[src/rtl/snake_pkg.sv]
// rtl/snake_pkg.sv - shared grid constants, cell codes and renderer states for the snake renderer
package snake_pkg;
   localparam int POS_W  = 8;
   localparam int LEN_W  = 4;
   localparam int NCELLS = 2 ** POS_W;

   localparam logic [POS_W-1:0] LAST_CELL = POS_W'(NCELLS - 1);

   typedef enum logic [1:0] {
      EMPTY = 2'b00,
      FOOD  = 2'b01,
      BODY  = 2'b10,
      HEAD  = 2'b11
   } cell_code_t;

   typedef enum logic [1:0] {
      S_IDLE,
      S_SCAN,
      S_EMIT,
      S_DONE
   } rend_state_t;
endpackage

[src/rtl/snake_renderer_if.sv]
// rtl/snake_renderer_if.sv - pixel stream from the renderer to the display driver
interface snake_renderer_if;
   import snake_pkg::*;

   logic              pix_valid;
   logic              pix_ready;
   logic [POS_W-1:0]  pix_addr;
   cell_code_t        pix_code;

   modport master (output pix_valid, output pix_addr, output pix_code, input pix_ready);
   modport slave  (input pix_valid, input pix_addr, input pix_code, output pix_ready);
endinterface

[src/rtl/snake_cell_match.sv]
// rtl/snake_cell_match.sv - classifies one cell against the current location-table entry
module snake_cell_match
   import snake_pkg::*;
(
   input  logic [POS_W-1:0]  i_cell,
   input  logic [POS_W-1:0]  i_loc_data,
   input  logic [LEN_W-1:0]  i_idx,
   input  logic [LEN_W-1:0]  i_len,
   input  logic [POS_W-1:0]  i_food,
   input  logic              i_last,
   output logic              o_hit,
   output logic              o_done,
   output cell_code_t        o_code
);
   assign o_hit  = (i_len != '0) && (i_loc_data == i_cell);
   assign o_done = o_hit || i_last;

   // Snake segments win over food; index 0 of the table is the head.
   always_comb begin
      o_code = EMPTY;
      if (o_hit)
         o_code = (i_idx == '0) ? HEAD : BODY;
      else if (i_cell == i_food)
         o_code = FOOD;
   end
endmodule

[src/rtl/snake_renderer.sv]
// rtl/snake_renderer.sv - raster-scans the 16x16 grid and streams classified cells; SNAKE_RENDER_SKIP_EMPTY_EN drops empty cells
module snake_renderer
   import snake_pkg::*;
(
   input  logic              i_clk,
   input  logic              i_rst,
   input  logic              i_start,
   input  logic [POS_W-1:0]  i_food,
   input  logic [LEN_W-1:0]  i_length,
   output logic [LEN_W-1:0]  o_loc_idx,
   input  logic [POS_W-1:0]  i_loc_data,
   output logic              o_busy,
   output logic              o_frame_done,
   snake_renderer_if.master  pix
);
   rend_state_t       r_state, w_state_nxt;
   logic [POS_W-1:0]  r_food, w_food_nxt;
   logic [LEN_W-1:0]  r_len, w_len_nxt;
   logic [POS_W-1:0]  r_cell, w_cell_nxt;
   logic [LEN_W-1:0]  r_idx, w_idx_nxt;
   logic [POS_W-1:0]  r_addr, w_addr_nxt;
   cell_code_t        r_code, w_code_nxt;

   logic              w_last;
   logic              w_hit;
   logic              w_done;
   cell_code_t        w_code;

   assign w_last = (r_len == '0) || (r_idx == r_len - LEN_W'(1));

   snake_cell_match u_match (
      .i_cell     (r_cell),
      .i_loc_data (i_loc_data),
      .i_idx      (r_idx),
      .i_len      (r_len),
      .i_food     (r_food),
      .i_last     (w_last),
      .o_hit      (w_hit),
      .o_done     (w_done),
      .o_code     (w_code)
   );

   always_ff @(posedge i_clk or posedge i_rst) begin
      if (i_rst) begin
         r_state <= S_IDLE;
         r_food  <= '0;
         r_len   <= '0;
         r_cell  <= '0;
         r_idx   <= '0;
         r_addr  <= '0;
         r_code  <= EMPTY;
      end else begin
         r_state <= w_state_nxt;
         r_food  <= w_food_nxt;
         r_len   <= w_len_nxt;
         r_cell  <= w_cell_nxt;
         r_idx   <= w_idx_nxt;
         r_addr  <= w_addr_nxt;
         r_code  <= w_code_nxt;
      end
   end

   always_comb begin
      w_state_nxt = r_state;
      w_food_nxt  = r_food;
      w_len_nxt   = r_len;
      w_cell_nxt  = r_cell;
      w_idx_nxt   = r_idx;
      w_addr_nxt  = r_addr;
      w_code_nxt  = r_code;
      case (r_state)
         S_IDLE: begin
            if (i_start) begin
               w_food_nxt  = i_food;
               w_len_nxt   = i_length;
               w_cell_nxt  = '0;
               w_idx_nxt   = '0;
               w_state_nxt = S_SCAN;
            end
         end
         S_SCAN: begin
            if (w_done) begin
`ifdef SNAKE_RENDER_SKIP_EMPTY_EN
               if (w_code == EMPTY) begin
                  if (r_cell == LAST_CELL) begin
                     w_state_nxt = S_DONE;
                  end else begin
                     w_cell_nxt = r_cell + POS_W'(1);
                     w_idx_nxt  = '0;
                  end
               end else begin
                  w_addr_nxt  = r_cell;
                  w_code_nxt  = w_code;
                  w_state_nxt = S_EMIT;
               end
`else
               w_addr_nxt  = r_cell;
               w_code_nxt  = w_code;
               w_state_nxt = S_EMIT;
`endif
            end else begin
               w_idx_nxt = r_idx + LEN_W'(1);
            end
         end
         S_EMIT: begin
            if (pix.pix_ready) begin
               if (r_cell == LAST_CELL) begin
                  w_state_nxt = S_DONE;
               end else begin
                  w_cell_nxt  = r_cell + POS_W'(1);
                  w_idx_nxt   = '0;
                  w_state_nxt = S_SCAN;
               end
            end
         end
         S_DONE: begin
            w_state_nxt = S_IDLE;
         end
         default: begin
            w_state_nxt = S_IDLE;
         end
      endcase
   end

   assign o_loc_idx     = r_idx;
   assign o_busy        = (r_state == S_SCAN) || (r_state == S_EMIT);
   assign o_frame_done  = (r_state == S_DONE);
   assign pix.pix_valid = (r_state == S_EMIT);
   assign pix.pix_addr  = r_addr;
   assign pix.pix_code  = r_code;
endmodule
[src/flat_wrapper.sv]
// flat-port wrapper written by rule: the top's interface ports become plain ports
module snake_renderer_flat import snake_pkg::*;
  (i_clk, i_rst, i_start, i_food, i_length, o_loc_idx, i_loc_data, o_busy, o_frame_done, pix_pix_valid, pix_pix_addr, pix_pix_code, pix_pix_ready);
  snake_renderer_if pix_i ();
  input  logic i_clk;
  input  logic i_rst;
  input  logic i_start;
  input  logic [POS_W-1:0] i_food;
  input  logic [LEN_W-1:0] i_length;
  output logic [LEN_W-1:0] o_loc_idx;
  input  logic [POS_W-1:0] i_loc_data;
  output logic o_busy;
  output logic o_frame_done;
  output wire logic [$bits(pix_i.pix_valid)-1:0] pix_pix_valid;
  output wire logic [$bits(pix_i.pix_addr)-1:0] pix_pix_addr;
  output wire logic [$bits(pix_i.pix_code)-1:0] pix_pix_code;
  input wire logic [$bits(pix_i.pix_ready)-1:0] pix_pix_ready;
  assign pix_pix_valid = pix_i.pix_valid;
  assign pix_pix_addr = pix_i.pix_addr;
  assign pix_pix_code = pix_i.pix_code;
  assign pix_i.pix_ready = pix_pix_ready;
  snake_renderer u_core (.i_clk(i_clk), .i_rst(i_rst), .i_start(i_start), .i_food(i_food), .i_length(i_length), .o_loc_idx(o_loc_idx), .i_loc_data(i_loc_data), .o_busy(o_busy), .o_frame_done(o_frame_done), .pix(pix_i));
endmodule
[config.mk]
export PLATFORM = sky130hd
export DESIGN_NAME = snake_renderer_flat
export DESIGN_NICKNAME = d
export VERILOG_FILES = /design/src/rtl/snake_pkg.sv /design/src/rtl/snake_renderer_if.sv /design/src/rtl/snake_cell_match.sv /design/src/rtl/snake_renderer.sv /design/src/flat_wrapper.sv
export SDC_FILE = /design/constraint.sdc
export NUM_CORES = 1
export LEC_CHECK = 0
export BUFFER_PORTS_ARGS = -buffer_cell sky130_fd_sc_hd__buf_2
export CAP_MARGIN = 10
export CORE_UTILIZATION = 30
export DETAILED_ROUTE_END_ITERATION = 7
export GPL_ROUTABILITY_DRIVEN = 0
export PLACE_DENSITY_LB_ADDON = 0.08
export REMOVE_ABC_BUFFERS = 1
export SLEW_MARGIN = 10
export SYNTH_ARGS = -nofsm -noshare
export SYNTH_HDL_FRONTEND = slang
export SYNTH_HIERARCHICAL = 1
export SYNTH_SLANG_ARGS = --single-unit
[constraint.sdc]
create_clock -name i_clk -period 4.31 [get_ports i_clk]
set_input_delay 0.2155 -clock i_clk [delete_from_list [all_inputs] [get_ports i_clk]]
set_output_delay 0.2155 -clock i_clk [all_outputs]
set_load 0.02 [all_outputs]
==> results.md, run 1 <==
- Outcome: finished, violations left
- Failing checks: DRC
- Clock skew: 0.00417 ns
- Crit Path Max Fanout: 4
- CP cell instances: inv_1 > ha_1 > xor2_1 > o41ai_1 > o32ai_1 > or2b_1 > a21o_1 > nor3_1 > a21oi_1 > a211o_1
- Largest net degree at the start of global routing: 37
- CTS resizes: 0
- Drc violations: 4
- Antenna violations before repair: 0
- Die width: 84.5 µm
- Sum Neg Setup Slack: 0 ns
- Max cap viols: 0
- Leak pwr: 1.21 nW
- Synth Area per Inst: 11.1 µm²
- IO Count: 41
- CTS HTree Levels: 2
- Final hold slack: 0.0399 ns
- Cell with the most instances after synthesis: dfrtp_1
- First-pass GRT wire length: 7530 µm
- CP max stage delay: 0.39 ns
- Starting DRT DRC Count: 79
- R2r endpoint: u_core/o_loc_idx[2]$_DFFE_PP0P_
- Required @ worst endpoint: 4.48 ns
- Synth-to-layout area growth: 17.8%
- Worst path top cell family by delay: compound AO/OA/AOI/OAI gates
- Max-slew violation count: 0
- Pwr dens: 590 mW/mm²
- EDFF count, synth: 0
- Final period utilization: 56.2%
- RR Startpoint: u_core/r_len[0]$_DFFE_PP0P_
- Max IR drop VDD: 205 µV
- DRT Pass-1 Iters: 6
- Ys flop type: dfrtp_1
- Reg2Reg Depth: 10
- Routed vias: 1518
- # Post-CTS Setup Buffers: 0
- Pint: 0.000858 W
- Mapped Cells: 184
- CP startpoint: u_core/r_len[0]$_DFFE_PP0P_
- Fill cells: 667
- Placeable Area: 0.00646 mm²
- Hold Path Class: input pin to async pin
- DPL Wire Length: 3410 µm
- Clock Tree Root: clkbuf_8
- Min Tclk post-route: 2.42 ns
- Startpoint Class: flip-flop
- NetSw: 0.000559 W
- CTS Buf Count: 5
- DR WL/cell: 15.0 µm
- Reg-to-reg setup timing slack: 1.89 ns
- Total grt overflow: 0
- Antenna viol nets, final: 0
- Total wire length: 4570 µm
- Largest area contributor in the netlist: dfrtp_1
- Synth async-reset ratio: 100%
- Worst slew pin tran: 0.584 ns
- Cell Area, Synth: 0.00204 mm²
- Yosys cell types: 46
- Final hold vios: 0
- Most frequent cells after synthesis: dfrtp_1 (36), mux2_2 (22), xor2_1 (16)
- Clock sinks: 36
- Yosys top cell area share: 44.2%
- Die Y: 84.5 µm
- Vias in the first global route: 1549
- Vias per cell: 4.98
- Rel. slew slack: 60.8%
- Critical path's slowest cell: dfrtp_1
- Starting Density: 31.6%
- YS warnings: 6
- Design area: 0.00240 mm²
- Clk network pwr share: 17.1%
- Total Routing Usage GR: 13.6%
- CTS Hold Buffers Added: 0
- Post-DP Area: 0.00231 mm²
- N_diodes: 0
- Crit path kind: flip-flop to flip-flop
- Crit path capture type: flip-flop
- Max Root-Sink Buffers: 2
- CP arrival: 2.59 ns
- Seq cells post-synth: 36
- Clock insertion delay at the later pin of the skew report: 0.28 ns
- Logic pwr share: 44.5%
- Sw frac: 39.4%
- Top cells by area, synth: dfrtp_1 (44%), mux2_2 (12%), xor2_1 (6.9%)
- Clk slew on worst S/H paths: 0.07 ns
- # rows: 29
- Final setup violation count: 0
- Worst Path Buf+Inv: 1
- RSZ-0062 raised after global routing: no
- IO Port Bufs: 40
- TritonCTS clock tree: built
- Reg power frac: 38.3%
- Peak Freq: 0.413 GHz
- Share of post-route cells with drive strength above 1: 33.3%
- Sequential cell area fraction in the yosys report: 44.2%
- Die area: 0.00713 mm²
- Layout net count: 259
[sequential cells by signal, indices dropped and copies added (netlist names)]
signal,cells
u_core/r_state,2
u_core/r_len,4
u_core/r_cell,8
u_core/pix.pix_code,2
u_core/r_food,8
u_core/o_loc_idx,4
u_core/pix.pix_addr,8
[stage by stage]
step	utilization, %	instances	total power [W]	worst slack [ns]
2_1_floorplan	-	179	0.00102	2.12
3_3_place_gp	35.8	297	0.00119	1.93
3_5_place_dp	35.8	297	0.00119	1.89
4_1_cts	37.2	305	0.00144	1.87
5_1_grt	37.2	305	0.00154	1.66
6_report	37.2	305	0.00142	1.89
[kinds of logic (layout without fill, tap and decap cells)]
group / after synthesis / in the layout / synth area share (%)
flops: 36 / 36 / 44.2
xor+xnor: 20 / 20 / 8.59
buf+inv: 14 / 58 / 3.19
compound gates: 29 / 29 / 10.2
mux: 26 / 26 / 14.4
simple gates: 51 / 51 / 14.5
fa+ha+maj: 8 / 8 / 4.91
[routing by layer]
metal / up-vias / part of all wire (%) / track usage (%)
met4: 0 / 0.61 / 4.16
met2: 42 / 46 / 21.2
met3: 4 / 4.9 / 3.05
met5: - / 0 / 0
li1: 753 / - / -
met1: 719 / 49 / 19.0
[how the worst max path moves through the flow]
stage / to / slack [ns] / depth (start not counted)
after floorplan: u_core/o_loc_idx[2]$_DFFE_PP0P_ / 2.12 / 9
after global placement: u_core/o_loc_idx[2]$_DFFE_PP0P_ / 1.93 / 10
after detailed placement: u_core/o_loc_idx[2]$_DFFE_PP0P_ / 1.89 / 10
after CTS: u_core/o_loc_idx[2]$_DFFE_PP0P_ / 1.87 / 10
after global routing: u_core/o_loc_idx[2]$_DFFE_PP0P_ / 1.66 / 10
final: u_core/o_loc_idx[2]$_DFFE_PP0P_ / 1.89 / 10
[layout by cell type (no fill, tap or decap), types with 2 or more instances in the layout]
master | netlist | routed
buf_2 | 0 | 40
dfrtp_1 | 36 | 36
mux2_2 | 22 | 22
xor2_1 | 16 | 16
nand2_1 | 9 | 9
inv_1 | 9 | 9
ha_1 | 8 | 8
nand3_1 | 7 | 7
clkbuf_8 | 0 | 6
nor3_1 | 6 | 6
nor2_1 | 6 | 6
o41ai_1 | 5 | 5
nor2b_1 | 4 | 4
a21oi_1 | 4 | 4
xnor2_1 | 4 | 4
o21ai_0 | 4 | 4
a31oi_1 | 3 | 3
nand2b_1 | 3 | 3
o31ai_1 | 3 | 3
mux2i_1 | 3 | 3
nor4_1 | 3 | 3
clkbuf_1 | 2 | 2
and3_1 | 2 | 2
[cell type report]
type | count | area [µm²] | share of cell area [%]
multi-input cells | 134 | 1070 | 44.7
flip-flops and latches | 36 | 901 | 37.5
repair buffers | 41 | 208 | 8.65
well taps | 77 | 96.3 | 4.01
clock buffers | 8 | 90.1 | 3.75
inverters | 9 | 33.8 | 1.41
[worst reg2reg max path: stages (launching register included)]
cell	delay (ns)
dfrtp_1	0.39
inv_1	0.09
ha_1	0.31
xor2_1	0.16
o41ai_1	0.07
o32ai_1	0.13
or2b_1	0.27
a21o_1	0.21
nor3_1	0.29
a21oi_1	0.13
a211o_1	0.28
[power groups by stage]
stage,combinational [W],clock [W],sequential [W]
after floorplan,0.000472,0,0.000545
after global placement,0.000638,0,0.000554
after detailed placement,0.000632,0,0.000554
after CTS,0.000637,0.000256,0.000546
after global routing,0.000713,0.000268,0.000562
final,0.000631,0.000243,0.000543
(Power assumes the default switching activity.)
==> run 2: changes to the inputs <==
ABC_AREA = 1   (was default)
clock period = 2.4 ns   (was 4.31 ns; I/O delays follow)
==> run 2 against run 1 <==
  * The run now ends clean
  * Final cell count increased by 37%
  * Highest routed layer unchanged
  * Worst setup slack got worse by 1.5 ns
  * Sequential power increased by 71%
==> results.md, run 2 <==
- Max IR drop VDD: 433 µV (+110%)
- RSZ-0062 raised after global routing: no
- CP cell instances: inv_1 > ha_1 > xor2_1 > o21ai_0 > nor2_1 > nand2_1 > nand2_1 > inv_1 > nand2_1 > nand2_2 > buf_4 > mux2_2
- DR WL/cell: 12.3 µm (-18%)
- Commonest non-fill, non-tap cells in the layout: nand2_1 (78), inv_1 (44), buf_2 (40)
- Total wire length: 5160 µm (+13%)
- Pint: 0.00141 W (+65%)
- # rows: 30 (+3.4%)
- Outcome: completed
- Starting DRT DRC Count: 91 (+15%)
- Yosys cell types: 27 (-41%)
- Crit path kind: flip-flop to flip-flop
- Antenna violations before repair: 0 (unchanged)
- Mux share of post-synthesis cell area: 8.36% (-6.0 points)
- Final hold vios: 0 (unchanged)
- Most common cell after layout, fill and taps aside: nand2_1
- Synth Area per Inst: 8.03 µm² (-28%)
- Placeable Area: 0.00694 mm² (+7.5%)
- Critical Path Most Common Cell: nand2_1
- TritonCTS clock tree: built
- CTS HTree Levels: 2 (unchanged)
- Vias in the first global route: 1777 (+15%)
- Sw frac: 42.5% (+3.0 points)
- Largest family of logic cells by synthesized area: simple AND/OR/NAND/NOR gates
- Share of post-route cells with drive strength above 1: 25.1% (-8.3 points)
- Mapped Cells: 274 (+49%)
- YS warnings: 6 (unchanged)
- Worst hold path stage count: 2
- CP startpoint: u_core/r_len[0]$_DFFE_PP0P_
- Clk network pwr share: 17.0% (about the same)
- Worst slew pin tran: 0.482 ns (-0.102 ns)
- Logic pwr share: 45.1% (+0.6 points)
- CTS resizes: 0 (unchanged)
- RR Startpoint: u_core/r_len[0]$_DFFE_PP0P_
- Cell with the most instances after synthesis: nand2_1
- Vias per cell: 4.29 (-14%)
- Final hold slack: 0.0497 ns (+0.00979 ns)
- Clock Tree Root: clkbuf_8
- Max cap viols: 0 (unchanged)
- Clk slew on worst S/H paths: 0.08 ns (about the same)
- Die Y: 87.6 µm (+3.8%)
- Yosys top cell area share: 41.0% (-3.2 points)
- DPL Wire Length: 3820 µm (+12%)
- R2r endpoint: u_core/pix.pix_code[1]$_DFFE_PP0P_
- Adder-cell share of the synthesized area: 4.55% (-0.36 points)
- Routed vias: 1797 (+18%)
- Worst hold endpoint: u_core/r_food[4]$_DFFE_PP0P_
- Cell Area, Synth: 0.00220 mm² (+7.9%)
- Total grt overflow: 0 (unchanged)
- Critical path's slowest cell: dfrtp_1
- Leak pwr: 1.43 nW (+18%)
- First-pass GRT wire length: 8840 µm (+17%)
- Crit Path Max Fanout: 13 (+9)
- Clock skew: 0.0109 ns (+0.00670 ns)
- EDFF count, synth: 0 (unchanged)
- Most frequent cells after synthesis: nand2_1 (78), inv_1 (44), dfrtp_1 (36)
- Reg power frac: 37.9% (-0.4 points)
- # Post-CTS Setup Buffers: 0 (unchanged)
- Largest net degree at the start of global routing: 37 (unchanged)
- Peak Freq: 0.490 GHz (+19%)
- IO Port Bufs: 40 (unchanged)
- Clock sinks: 36 (unchanged)
- Startpoint Class: flip-flop
- Synth Area in Compound Gates: 5.46% (-4.8 points)
- Max Root-Sink Buffers: 2 (unchanged)
- Rel. slew slack: 67.9% (+7.1 points)
- Required @ worst endpoint: 2.57 ns (-1.91 ns)
- NetSw: 0.00104 W (+87%)
- Total Routing Usage GR: 15.4% (+1.8 points)
- Top cells by area, synth: dfrtp_1 (41%), nand2_1 (13%), inv_1 (7.5%)
- Reg2Reg Depth: 12 (+2)
- Layout net count: 355 (+37%)
- Antenna viol nets, final: 0 (unchanged)
- Min-delay src: i_food[4]
- Synth-to-layout area growth: 18.8%
- CTS Buf Count: 5 (unchanged)
- Drc violations: 0 (-4)
- Largest area contributor in the netlist: dfrtp_1
- Die area: 0.00768 mm² (+7.7%)
- Final period utilization: 85.1% (+29 points)
- Reg-to-reg setup timing slack: 0.36 ns (-1.53 ns)
- Min Tclk post-route: 2.04 ns (-0.379 ns)
- Synth async-reset ratio: 100% (unchanged)
- Die width: 87.6 µm (+3.8%)
- Pwr dens: 940 mW/mm² (+59%)
- Sequential cell area fraction in the yosys report: 41.0% (-3.2 points)
- Xor and xnor area share after synthesis: 5.18% (-3.4 points)
- Sum Neg Setup Slack: 0 ns (unchanged)
- Final setup violation count: 0 (unchanged)
- CP max stage delay: 0.39 ns (about the same)
- Hold Path Class: input pin to flip-flop
- IO Count: 41 (unchanged)
- CP arrival: 2.22 ns (-0.37 ns)
- Max-slew violation count: 0 (unchanged)
- Ys flop type: dfrtp_1
- Simple logic cell fraction of the synthesized area: 26.7% (+12 points)
- Crit path capture type: flip-flop
- Seq cells post-synth: 36 (unchanged)
- Starting Density: 31.7% (+0.099 points)
- N_diodes: 0 (unchanged)
- Clock insertion delay at the later pin of the skew report: 0.29 ns (about the same)
- DRT Pass-1 Iters: 4 (-2)
-- run 2: kinds of logic after synthesis --
group	Yosys count
xor+xnor	13
simple gates	132
fa+ha+maj	8
flops	36
buf+inv	48
compound gates	22
mux	15
-- run 2: what timing repair did --
item	CTS	global route
endpoints found under the hold margin	36	0
endpoints found under the setup margin	0	0
hold buffers	1	0
-- run 2: critical path: cells and delay by family (launching register included) --
family	cells	cell delay (ns)
DFF	1	0.39
buffers and inverters	3	0.38
muxes	1	0.35
and+or+nand+nor	5	0.31
adders and majority gates	1	0.25
xor gates and xnor gates	1	0.16
AOI/OAI and AO/OA	1	0.08
-- run 2: worst max path at each step --
stage / endpoint / slack [ns] / depth (start not counted)
2_1_floorplan: u_core/o_loc_idx[1]$_DFFE_PP0P_ / 0.40 / 15
3_3_place_gp: u_core/pix.pix_addr[5]$_DFFE_PP0P_ / 0.41 / 12
3_5_place_dp: u_core/pix.pix_addr[6]$_DFFE_PP0P_ / 0.36 / 12
4_1_cts: u_core/pix.pix_code[1]$_DFFE_PP0P_ / 0.35 / 12
5_1_grt: u_core/r_state[0]$_DFFE_PP0P_ / 0.11 / 13
6_report: u_core/pix.pix_code[1]$_DFFE_PP0P_ / 0.36 / 12
-- run 2: per-layer routing --
| metal | global-route usage (%) | vias to the layer above | wire (µm) |
|---|---|---|---|
| met5 | 0 | - | 0 |
| met1 | 20.6 | 813 | 2660 |
| met3 | 4.05 | 9 | 209 |
| li1 | - | 943 | - |
| met2 | 23.8 | 32 | 2200 |
| met4 | 6.11 | 0 | 91 |
-- run 2: power by group through the flow --
stage	Combinational [W]	Sequential (W)	Clock [W]
2_1_floorplan	0.000825	0.000932	0
3_3_place_gp	0.00112	0.000942	0
3_5_place_dp	0.00112	0.000942	0
4_1_cts	0.00113	0.000931	0.000439
5_1_grt	0.00128	0.000960	0.000462
6_report	0.00111	0.000930	0.000417
-- run 2: through the flow --
step                      power [W]  setup slack [ns]  area, µm²  utilization [%]  std cells
after global placement      0.00206             0.405       2530             36.4        411
after floorplan             0.00176             0.402       2180                -        271
after CTS                   0.00250             0.350       2610             37.6        419
after global routing        0.00270             0.111       2610             37.6        419
after detailed placement    0.00207             0.362       2530             36.4        411
final                       0.00246             0.357       2610             37.6        419
-- run 2: area by class of cell --
class                           count  area, µm²
Fill cell                         742       4330
Clock buffer                        6       72.6
Multi-Input combinational cell    190       1110
Sequential cell                    36        901
Timing Repair Buffer               45        240
Clock inverter                      1       5.00
Tap cell                           96        120
Inverter                           45        169
==> run 3: changes to the inputs <==
CORE_MARGIN = 2   (was default)
==> run 3 against run 2 <==
  * Sequential cell count unchanged
  * Total power increased by 0.58%
  * Routed wire length increased by 1.3%
  * Hold slack improved by 0.0057 ns
  * Clock-buffer cell count decreased by 1
  * Maximum frequency decreased by 2.5%
  * Via count increased by 0.17%
  * Non-clock buffer count increased by 1
  * Cell area increased by 0.57%
  * Critical path depth unchanged
  * Sequential power decreased by 2%
  * Highest routed layer unchanged
==> results.md, run 3 (synthesis results as in run 2) <==
- Outcome: completed
- Starting Density: 30.7% (-1.0 points)
- Final period utilization: 87.3% (+2.2 points)
- Pwr dens: 940 mW/mm² (about the same)
- Crit Path Max Fanout: 13 (unchanged)
- Antenna violations before repair: 0 (unchanged)
- Clock Tree Root: clkbuf_8
- Commonest non-fill, non-tap cells in the layout: nand2_1 (78), inv_1 (44), buf_2 (40)
- Peak Freq: 0.477 GHz (-2.5%)
- Most common cell after layout, fill and taps aside: nand2_1
- TritonCTS clock tree: built
- Share of post-route cells with drive strength above 1: 25.6% (+0.54 points)
- Max Root-Sink Buffers: 2 (unchanged)
- Setup WS pre-CTS: 0.339 ns (-0.0228 ns)
- Max-slew violation count: 0 (unchanged)
- Max cap viols: 0 (unchanged)
- Total wire length: 5220 µm (+1.3%)
- Crit path kind: flip-flop to flip-flop
- Reg2Reg Depth: 12 (unchanged)
- Drc violations: 0 (unchanged)
- Starting DRT DRC Count: 57 (-37%)
- Die area: 0.00803 mm² (+4.6%)
- # rows: 31 (+3.3%)
- Vias per cell: 4.26 (-0.78%)
- Startpoint Class: flip-flop
- CTS Buf Count: 5 (unchanged)
- Leak pwr: 1.43 nW (+0.28%)
- Antenna viol nets, final: 0 (unchanged)
- RSZ-0062 raised after global routing: no
- # Post-CTS Setup Buffers: 0 (unchanged)
- Total Power: 0.00247 W (+0.58%)
- RR Startpoint: u_core/r_len[0]$_DFFE_PP0P_
- Clock skew: 0.00990 ns (-0.000972 ns)
- Fin worst setup slack: 0.306 ns (-0.0518 ns)
- Placed insts: 415 (+0.97%)
- DPL Wire Length: 3850 µm (+0.88%)
- Sum Neg Setup Slack: 0 ns (unchanged)
- First-pass GRT wire length: 8390 µm (-5.1%)
- Placeable Area: 0.00718 mm² (+3.3%)
- CTS resizes: 0 (unchanged)
- DRT Pass-1 Iters: 4 (unchanged)
- Final hold vios: 0 (unchanged)
- CTS Hold Buffers Added: 1 (unchanged)
- Min Tclk post-route: 2.09 ns (+0.0518 ns)
- Routed vias: 1800 (+0.17%)
- Total Routing Usage GR: 13.9% (-1.5 points)
- Synth-to-layout area growth: 19.5%
- CP arrival: 2.26 ns (+0.04 ns)
- Clock sinks: 36 (unchanged)
- Vias in the first global route: 1720 (-3.2%)
- Clock insertion delay at the later pin of the skew report: 0.29 ns (about the same)
- DR WL/cell: 12.3 µm (+0.36%)
- N_diodes: 0 (unchanged)
- Layout net count: 356 (+0.28%)
- Die Y: 89.6 µm (+2.3%)
- Required @ worst endpoint: 2.57 ns (about the same)
- Total grt overflow: 0 (unchanged)
- Finished Layout Cells: 423 (+0.95%)
- Worst slew pin tran: 0.495 ns (+0.0128 ns)
- Hold Path Class: input pin to flip-flop
- IO Count: 41 (unchanged)
- R2r endpoint: u_core/pix.pix_code[1]$_DFFE_PP0P_
- Max IR drop VDD: 522 µV (+21%)
- Reg-to-reg setup timing slack: 0.31 ns (-0.05 ns)
- Final setup violation count: 0 (unchanged)
- Die width: 89.6 µm (+2.3%)
- Largest net degree at the start of global routing: 37 (unchanged)
- Final core occ: 36.6% (-1.0 points)
- Min-delay src: i_food[6]
- CTS HTree Levels: 2 (unchanged)
- Rel. slew slack: 67.0% (-0.85 points)
- CP Capture Point: u_core/pix.pix_code[1]$_DFFE_PP0P_
- Crit path capture type: flip-flop
- Clk slew on worst S/H paths: 0.08 ns (about the same)
- CP startpoint: u_core/r_len[0]$_DFFE_PP0P_
- IO Port Bufs: 40 (unchanged)
run 3: critical path, cell delays in order, from the launching register on:
cell and delay (ns):
dfrtp_1 0.39, inv_1 0.13, ha_1 0.25, xor2_1 0.16, o21ai_0 0.09, nor2_1 0.06, nand2_1 0.06, nand2_1 0.04
inv_1 0.05, nand2_1 0.08, nand2_2 0.08, buf_4 0.22, mux2_2 0.35
run 3: worst min-delay path by stage:
| stage | slack, ns | cells after the start | to |
|---|---|---|---|
| floorplan | 0.27 | 1 | u_core/r_food[0]$_DFFE_PP0P_ |
| global route | 0.05 | 2 | u_core/r_food[7]$_DFFE_PP0P_ |
| finish | 0.06 | 2 | u_core/r_food[6]$_DFFE_PP0P_ |
| CTS | 0.04 | 2 | u_core/r_food[6]$_DFFE_PP0P_ |
| global placement | 0.27 | 3 | u_core/r_len[3]$_DFFE_PP0P_ |
| detailed placement | 0.27 | 3 | u_core/r_food[3]$_DFFE_PP0P_ |
run 3: final cells by class:
| cell class | count | area (µm²) |
|---|---|---|
| multi-input combinational | 190 | 1110 |
| timing repair buffer | 46 | 248 |
| inverter | 45 | 169 |
| clock buffer | 5 | 68.8 |
| clock inverter | 2 | 12.5 |
| fill | 789 | 4550 |
| tap | 99 | 124 |
| sequential | 36 | 901 |
run 3: through the flow:
step / instance area (µm²) / hold WS, ns
2_1_floorplan: 2180 / 0.271
3_3_place_gp: 2540 / 0.268
3_5_place_dp: 2540 / 0.269
4_1_cts: 2630 / 0.0440
5_1_grt: 2630 / 0.0517
6_report: 2630 / 0.0554
run 3: power by group:
group | switching [W] | total [W] | internal (W)
logic | 0.000674 | 0.00113 | 0.000454
clock network | 0.000231 | 0.000428 | 0.000197
registers | 0.000144 | 0.000913 | 0.000770
total | 0.00105 | 0.00247 | 0.00142
run 3: per-layer routing:
layer  global-route usage [%]  wire length (µm)
met3                     2.93               179
met4                     3.93                59
met2                     22.2              2380
met1                     19.0              2610
met5                        0                 0
